$ cat src/rtl/sctb_scoreboard.sv
// rtl/sctb_scoreboard.sv - in-order expected/actual scoreboard with saturating counters (optional SCB_MASK_EN)
module sctb_scoreboard #(
    parameter int W       = 8,
    parameter int DEPTH   = 16,
    parameter int CW      = 16,
    parameter int TIMEOUT = 1000
) (
    input  logic                       clk,
    input  logic                       rst,
    input  logic                       exp_valid,
    input  logic [W-1:0]               exp_data,
`ifdef SCB_MASK_EN
    input  logic [W-1:0]               exp_mask,
`endif
    output logic                       exp_ready,
    input  logic                       act_valid,
    input  logic [W-1:0]               act_data,
    output logic                       match_pulse,
    output logic                       mismatch_pulse,
    output logic                       err_pulse,
    output logic [W-1:0]               last_exp,
    output logic [W-1:0]               last_act,
    output logic [CW-1:0]              match_count,
    output logic [CW-1:0]              err_count,
    output logic [$clog2(DEPTH):0]     pending,
    output logic                       pass
);

    localparam int AW = $clog2(DEPTH);
    localparam int PW = AW + 1;
    localparam int TW = $clog2(TIMEOUT + 2) + 1;
    localparam logic [CW-1:0] CMAX = '1;

    logic [W-1:0]  data_mem [DEPTH];
    logic [AW-1:0] wr_ptr;
    logic [AW-1:0] rd_ptr;
    logic [PW-1:0] count;
    logic [PW-1:0] count_next;
    logic [TW-1:0] wait_cnt;

    logic          full;
    logic          empty;
    logic [W-1:0]  head_data;
    logic [W-1:0]  head_mask;
    logic          push_ok;
    logic          overflow;
    logic          cmp;
    logic          unexpected;
    logic          is_match;
    logic          is_mismatch;
    logic          timeout_hit;
    logic          pop;
    logic [1:0]    n_err;
    logic [CW+1:0] err_sum;

`ifdef SCB_MASK_EN
    logic [W-1:0]  mask_mem [DEPTH];

    // mask travels with its expected value so each entry compares on its own bits
    always_ff @(posedge clk) begin
        if (push_ok) mask_mem[wr_ptr] <= exp_mask;
    end

    assign head_mask = mask_mem[rd_ptr];
`else
    assign head_mask = '1;
`endif

    // expected-value storage; contents need no reset since count gates every read
    always_ff @(posedge clk) begin
        if (push_ok) data_mem[wr_ptr] <= exp_data;
    end

    assign head_data = data_mem[rd_ptr];

    // classify this cycle's events; full is the registered state so a same-cycle pop never frees a slot
    always_comb begin
        full        = (count == PW'(DEPTH));
        empty       = (count == '0);
        push_ok     = exp_valid && !full;
        overflow    = exp_valid && full;
        cmp         = act_valid && !empty;
        unexpected  = act_valid && empty;
        is_mismatch = cmp && (|((head_data ^ act_data) & head_mask));
        is_match    = cmp && !is_mismatch;
        // a compare in the same cycle always wins over the timeout
        timeout_hit = (TIMEOUT != 0) && !empty && !act_valid && (wait_cnt == TW'(TIMEOUT - 1));
        pop         = cmp || timeout_hit;
        n_err       = 2'({1'b0, overflow}) + 2'({1'b0, is_mismatch})
                    + 2'({1'b0, unexpected}) + 2'({1'b0, timeout_hit});
        err_sum     = {2'b00, err_count} + (CW+2)'(n_err);
        count_next  = count;
        if (push_ok && !pop)      count_next = count + PW'(1);
        else if (!push_ok && pop) count_next = count - PW'(1);
    end

    // queue pointers, wait counter, registered pulses and saturating counters
    always_ff @(posedge clk or posedge rst) begin
        if (rst) begin
            wr_ptr         <= '0;
            rd_ptr         <= '0;
            count          <= '0;
            wait_cnt       <= '0;
            exp_ready      <= 1'b1;
            match_pulse    <= 1'b0;
            mismatch_pulse <= 1'b0;
            err_pulse      <= 1'b0;
            last_exp       <= '0;
            last_act       <= '0;
            match_count    <= '0;
            err_count      <= '0;
        end else begin
            if (push_ok) wr_ptr <= wr_ptr + AW'(1);
            if (pop)     rd_ptr <= rd_ptr + AW'(1);
            count     <= count_next;
            exp_ready <= (count_next != PW'(DEPTH));

            if ((TIMEOUT == 0) || empty || pop) wait_cnt <= '0;
            else                                wait_cnt <= wait_cnt + TW'(1);

            match_pulse    <= is_match;
            mismatch_pulse <= is_mismatch;
            err_pulse      <= (n_err != 2'd0);

            if (is_mismatch) begin
                last_exp <= head_data;
                last_act <= act_data;
            end

            if (is_match && (match_count != CMAX)) match_count <= match_count + CW'(1);

            if (err_sum > {2'b00, CMAX}) err_count <= CMAX;
            else                         err_count <= err_sum[CW-1:0];
        end
    end

    assign pending = count;
    assign pass    = (count == '0) && (err_count == '0);

endmodule

$ cat config.mk
export PLATFORM = sky130hd
export DESIGN_NAME = sctb_scoreboard
export DESIGN_NICKNAME = d
export VERILOG_FILES = /design/src/rtl/sctb_scoreboard.sv
export SDC_FILE = /design/constraint.sdc
export NUM_CORES = 1
export LEC_CHECK = 0
export CAP_MARGIN = 20
export CORE_ASPECT_RATIO = 0.7
export CORE_MARGIN = 2
export CORE_UTILIZATION = 30
export CTS_CLUSTER_SIZE = 25
export DETAILED_ROUTE_END_ITERATION = 10
export DONT_BUFFER_PORTS = 1
export PLACE_DENSITY = 0.43
export SLEW_MARGIN = 10
export SYNTH_ARGS = -nofsm -noshare
export SYNTH_HDL_FRONTEND = slang
export SYNTH_SLANG_ARGS = --single-unit
$ cat constraint.sdc
create_clock -name clk -period 6.5 [get_ports clk]
set_input_delay 1.625 -clock clk [delete_from_list [all_inputs] [get_ports clk]]
set_output_delay 1.625 -clock clk [all_outputs]
set_load 0.03 [all_outputs]
Word-level counts from Yosys, hierarchy flattened:

Memories as Yosys holds them, arrays and structs flattened.
Cells that the tools add are included.

* register bits after elaboration: 76
* memory bits (writable): 128
* output and inout port bits: 58
* word-level logic and storage cells: 59
* memories: 1

* add/sub/neg operators: 10
* order comparisons: 1
* eq/ne operators: 4
* muxes and demuxes: 6
* bitwise logic cells: 1
* reduce and logical (&&, ||, !) cells: 24

Memory list
* data_mem: words 16, bits a word 8, rd ports 1, clocked after Yosys merged registers in 0, write ports 1, line 34 `logic [W-1:0] data_mem [DEPTH];`

Operators by type and width (number)
* $add 16x2->17: 1
* $gt 17x16->1 const B: 1
* $add 16x1->16 const B: 1
* $logic_not 16->1: 1
* $mux 16: 1
* $ne 16x16->1 const B: 1
* $logic_and 1x1->1: 12
* $add 11x1->11 const B: 1
* $eq 11x10->1 const B: 1
* $mux 11: 1
* $mux 5: 2
* $add 4x1->4 const B: 2
* $reduce_or 8->1: 1
* $xor 8x8->8: 1
* $logic_not 1->1: 6
* $add 5x1->5 const B: 1
* $eq 5x5->1 const B: 1
* $logic_not 5->1: 1
* $ne 5x5->1 const B: 1
* $sub 5x1->5 const B: 1
* $add 2x1->2: 2
* $add 1x1->2: 1
* $logic_or 1x1->1: 2
* $mux 1: 2
* $reduce_bool 2->1: 1

Depth between registers and ports, before layout:

* depth in word-level cells: 10
* depth in mapped cells: 22
* depth with buffers taken out: 18

Worst setup path before layout:

Ideal clock, no wire load.

* path kind: in2reg
* start point: in act_data[0]
* end point: reg err_count[10]
* arrival time: 5.339 ns
* slack: 1.078 ns
* stages on the path: 19
* path buffers: 4
* cells stage by stage: or3_1 > o21ai_0 > nor4_1 > or4_4 > nor4_4 > nand2b_1 > buf_6 > buf_12 > inv_1 > ha_1 > ha_1 > inv_1 > fa_1 > nor2b_1 > and3_1 > clkbuf_1 > nand4_1 > clkbuf_1 > o21ai_0

* longest elaborated chain between the ends: 9

Ends and longest elaborated chain
* start, declared: line 17 `input logic [W-1:0] act_data,`
* $xor 8x8->8 (*): line 84 `is_mismatch = cmp && (|((head_data ^ act_data) & head_mask));`
* $reduce_or 8->1 (*): line 84
* $logic_and 1x1->1 (*): line 84
* via is_mismatch: line 50 `logic is_mismatch;`
* $add 1x1->2 (*): line 89 `n_err = 2'({1'b0, overflow}) + 2'({1'b0, is_mismatch})`
* $add 2x1->2 (*) (2 in series): line 90 `+ 2'({1'b0, unexpected}) + 2'({1'b0, timeout_hit});`
* $add 16x2->17 (*): line 91 `err_sum = {2'b00, err_count} + (CW+2)'(n_err);`
* $gt 17x16->1: line 132 `if (err_sum > {2'b00, CMAX}) err_count <= CMAX;`
* $mux 16 (*): line 132
* end signal, assigned: line 133 `else err_count <= err_sum[CW-1:0];`
* end, declared: line 24 `output logic [CW-1:0] err_count,`

Mark *: on every way through the listed nets, which the timed path passes. The rest lies on a longest branch.
A chain may end at the register's enable or synchronous reset.

Final worst setup path:

* start point: reg rd_ptr[2]
* end point: reg err_count[13]

* longest elaborated chain between the ends: 10

Ends and longest elaborated chain
* start, declared: line 36 `logic [AW-1:0] rd_ptr;`
* start signal, assigned: line 114 `if (pop) rd_ptr <= rd_ptr + AW'(1);`
* $mem_v2 16x8 (*)
* $xor 8x8->8 (*): line 84
* $reduce_or 8->1 (*): line 84
* $logic_and 1x1->1 (*): line 84
* via is_mismatch: line 50
* $add 1x1->2 (*): line 89
* $add 2x1->2 (*) (2 in series): line 90
* $add 16x2->17 (*): line 91
* $gt 17x16->1: line 132
* $mux 16 (*): line 132

Marked as above.

==> metrics.cfg <==
[drt]
routed_wl_um = 21100
vias = 4911
detail_route.first_pass.iterations = 4
drt_iter0_markers = 281
route.met3.wl_um = 1320
post_drt_wl_per_cell_um = 21.1
met1_length_um = 10600
ant_nets = 0
top_layer = met4
route.met2.wl_um = 8840
viasPerCell = 4.92
drc_errors = 0

[yosys]
yosys_warnings = 0
synth.top_cell.area_share_pct = 43.3
ys_top_cells_by_area = edfxtp_1, dfrtp_1, mux4_2
synth_nets = 625
synthCells = 590
ys_seq_area_share_pct = 64.7
synth_cell_types = 51
postSynthAreaPerCell_um2 = 15.1
syn-cell-area_um2 = 8880
synth_area_leader_cell = edfxtp_1
ys_ff_latch = 204

[critical_path]
start_kind = flip-flop
crit_slowest_cell = dfrtp_1
worstSetupEndpointType = flip-flop
critical_path.cell_chain = buf_4 -> nand2_1 -> o22a_1 -> a211oi_1 -> nor4_1 -> or4_4 -> nor4_4 -> nand2b_1 -> inv_1 -> ha_1 -> ha_1 -> inv_1 -> fa_1 -> nor2b_1 -> and3_1 -> nand4_1 -> nand3_1
critical-path-top-delay-family = simple AND/OR/NAND/NOR gates
slowest_delay_ns = 0.95
reg2reg_slack_ns = 1.04
crit_type = reg2reg
cp_max_fo = 15
critPathArrivalTime_ns = 5.89
path_buf_inv = 3
cp_data_required_time_ns = 6.93

[layout]
syn_to_final_growth_pct = 12.6
num_antenna_cells = 0
layout-drive-gt1-share_pct = 17.1
fin_nets = 640

[outcome]
status = finished clean

[sta]
finalSetupViolCount = 0
fin_crit_ns = 5.46
timing.setup.tns_ns = 0
fin_skew_ns = 0.0228
period_share_pct = 84.1
tightest_slew_ns = 1.03
max_freq_ghz = 0.183
report.final.hold_viol_count = 0
slew_headroom_pct = 30.8
grt_setup_unrepaired = no
final_max_slew_viol_count = 0

[floorplan]
fp.coreArea_um2 = 29000
dieHeight_um = 148
dieArea_um2 = 31000
initial_core_util_pct = 30.6
fp-row-count = 52
die_x_um = 210
io_pins = 78

[power]
seq_power_share_pct = 45.6
pwr-share-comb_pct = 25.8
vdd_drop_max_v = 0.000204
power_density_nw_per_um2 = 426
p_clk_share_pct = 28.5
cellLeakagePower_nw = 3.70
p_total_w = 0.00426
p_int_w = 0.00282
swShare_pct = 33.9
power.switching_w = 0.00145

[clock_network]
clock_sinks = 204
max-clock-path-buffers = 3
clock-root-buffer = clkbuf_16
ctsResizeCount = 0
cts_buffers = 22
htreeDepth = 1
cts_hold_buf = 0
cts_setup_buffers = 0
clk_pin_slew_ns = 0.06
clk-insertion-delay-late_ns = 0.51
tritoncts = yes

[grt]
grt_usage_pct = 13.8
antenna_found_initial = 0
grt_max_degree = 77
grt_pass1_wl_um = 32100
grt_overflow_total = 0
grt_pass1_vias = 4965

[placed_design]
dp_hpwl_um = 14700
place_congestion = 0.790
numPortBuffers = 0

[job]
maxCapViolCount = 0

[hold_path]
hold_path_class = reg2reg

worst paths after layout:
check                                       from                 endpoint  cells after the start
max in group asynchronous                    rst    rd_ptr[3]$_DFFE_PP0P_                      2
setup reg to reg           rd_ptr[2]$_DFFE_PP0P_  err_count[13]$_DFF_PP0_                     17
setup / recovery           rd_ptr[2]$_DFFE_PP0P_  err_count[13]$_DFF_PP0_                     17
min in group asynchronous                    rst  last_exp[7]$_DFFE_PP0P_                      2
hold / removal             wait_cnt[0]$_DFF_PP0_    wait_cnt[0]$_DFF_PP0_                      1
hold reg to reg            wait_cnt[0]$_DFF_PP0_    wait_cnt[0]$_DFF_PP0_                      1
cells in the mapped netlist (all sizes together):
master	instances
edfxtp	128
dfrtp	75
mux2	38
xnor2	34
nand2	30
nor2	24
mux2i	22
and2	20
mux4	20
nand3	20
xor2	16
a21oi	14
inv	14
nand4	14
and3	13
buf	13
ha	13
nor3	10
o21ai	9
nor2b	7
nor4	7
clkbuf	6
nand2b	5
o22ai	4
or3	4
a221oi	3
or4	3
a211oi	2
a22oi	2
a31oi	2
and4	2
fa	2
nand4b	2
o211ai	2
a221o	1
a22o	1
a41oi	1
dfstp	1
nand3b	1
nand4bb	1
nor3b	1
nor4b	1
o22a	1
or2	1
layout make-up:
class                           count  area (um2)
Tap cell                          378         473
Multi-Input combinational cell    353        2940
Fill cell                        2765       19000
Clock inverter                      4        33.8
Timing Repair Buffer               10        75.1
Clock buffer                       36         681
Inverter                           14        53.8
Sequential cell                   204        5750
power by group through the flow:
stage / registers, W / logic, W / clock network, W
after global placement: 0.00197 / 0.00111 / 0
after detailed placement: 0.00198 / 0.00112 / 0
after global routing: 0.00198 / 0.00121 / 0.00131
final: 0.00195 / 0.00110 / 0.00122
after CTS: 0.00195 / 0.00112 / 0.00126
after floorplan: 0.00186 / 0.000914 / 0
logic make-up after synthesis:
kind of cell / count (synthesis) / share of synthesized area (%)
XOR/XNOR: 50 / 4.93
flip-flops: 204 / 64.7
buffers and inverters: 33 / 2.25
adder cells (fa/ha/maj): 15 / 2.28
AND/OR/NAND/NOR: 166 / 10.2
multiplexers: 80 / 12.7
AO/OA/AOI/OAI: 42 / 2.93
metrics by stage:
| step | instance area, um2 | setup slack, ns | hold WS [ns] | util [%] | instances |
|---|---|---|---|---|---|
| 2_1_floorplan | 8880 | 1.08 | 0.455 | - | 590 |
| 3_3_place_gp | 9290 | 1.04 | 0.476 | 32.0 | 959 |
| 3_5_place_dp | 9290 | 0.880 | 0.488 | 32.0 | 959 |
| 4_1_cts | 10000 | 0.987 | 0.497 | 34.5 | 999 |
| 5_1_grt | 10000 | 0.564 | 0.546 | 34.5 | 999 |
| 6_report | 10000 | 1.04 | 0.495 | 34.5 | 999 |
flip-flops by register name (all words and copies together) (netlist names):
register	count
last_exp	8
wr_ptr	4
rd_ptr	4
err_count	16
wait_cnt	11
mismatch_pulse	1
exp_ready	1
match_count	16
pending	5
err_pulse	1
match_pulse	1
last_act	8
data_mem	128
layer usage:
layer  vias up  global-route usage (%)
met4         0                    2.45
li1       2241                       -
met2       108                    20.1
met3        22                    3.87
met1      2540                    20.5
met5         -                       0
placed cells by master, fill, tap and decap left out, types with 9 or more instances in the layout:
cell type,count
and2_1,20
o21ai_0,9
inv_1,13
nand2_1,30
nand4_1,14
mux4_2,20
edfxtp_1,128
xnor2_1,34
ha_1,13
nor2_1,24
nor3_1,10
buf_4,10
mux2i_1,22
and3_1,13
a21oi_1,14
mux2_2,28
xor2_1,16
nand3_1,20
dfrtp_1,74
clkbuf_16,22
Power figures use the tool's default switching activity.
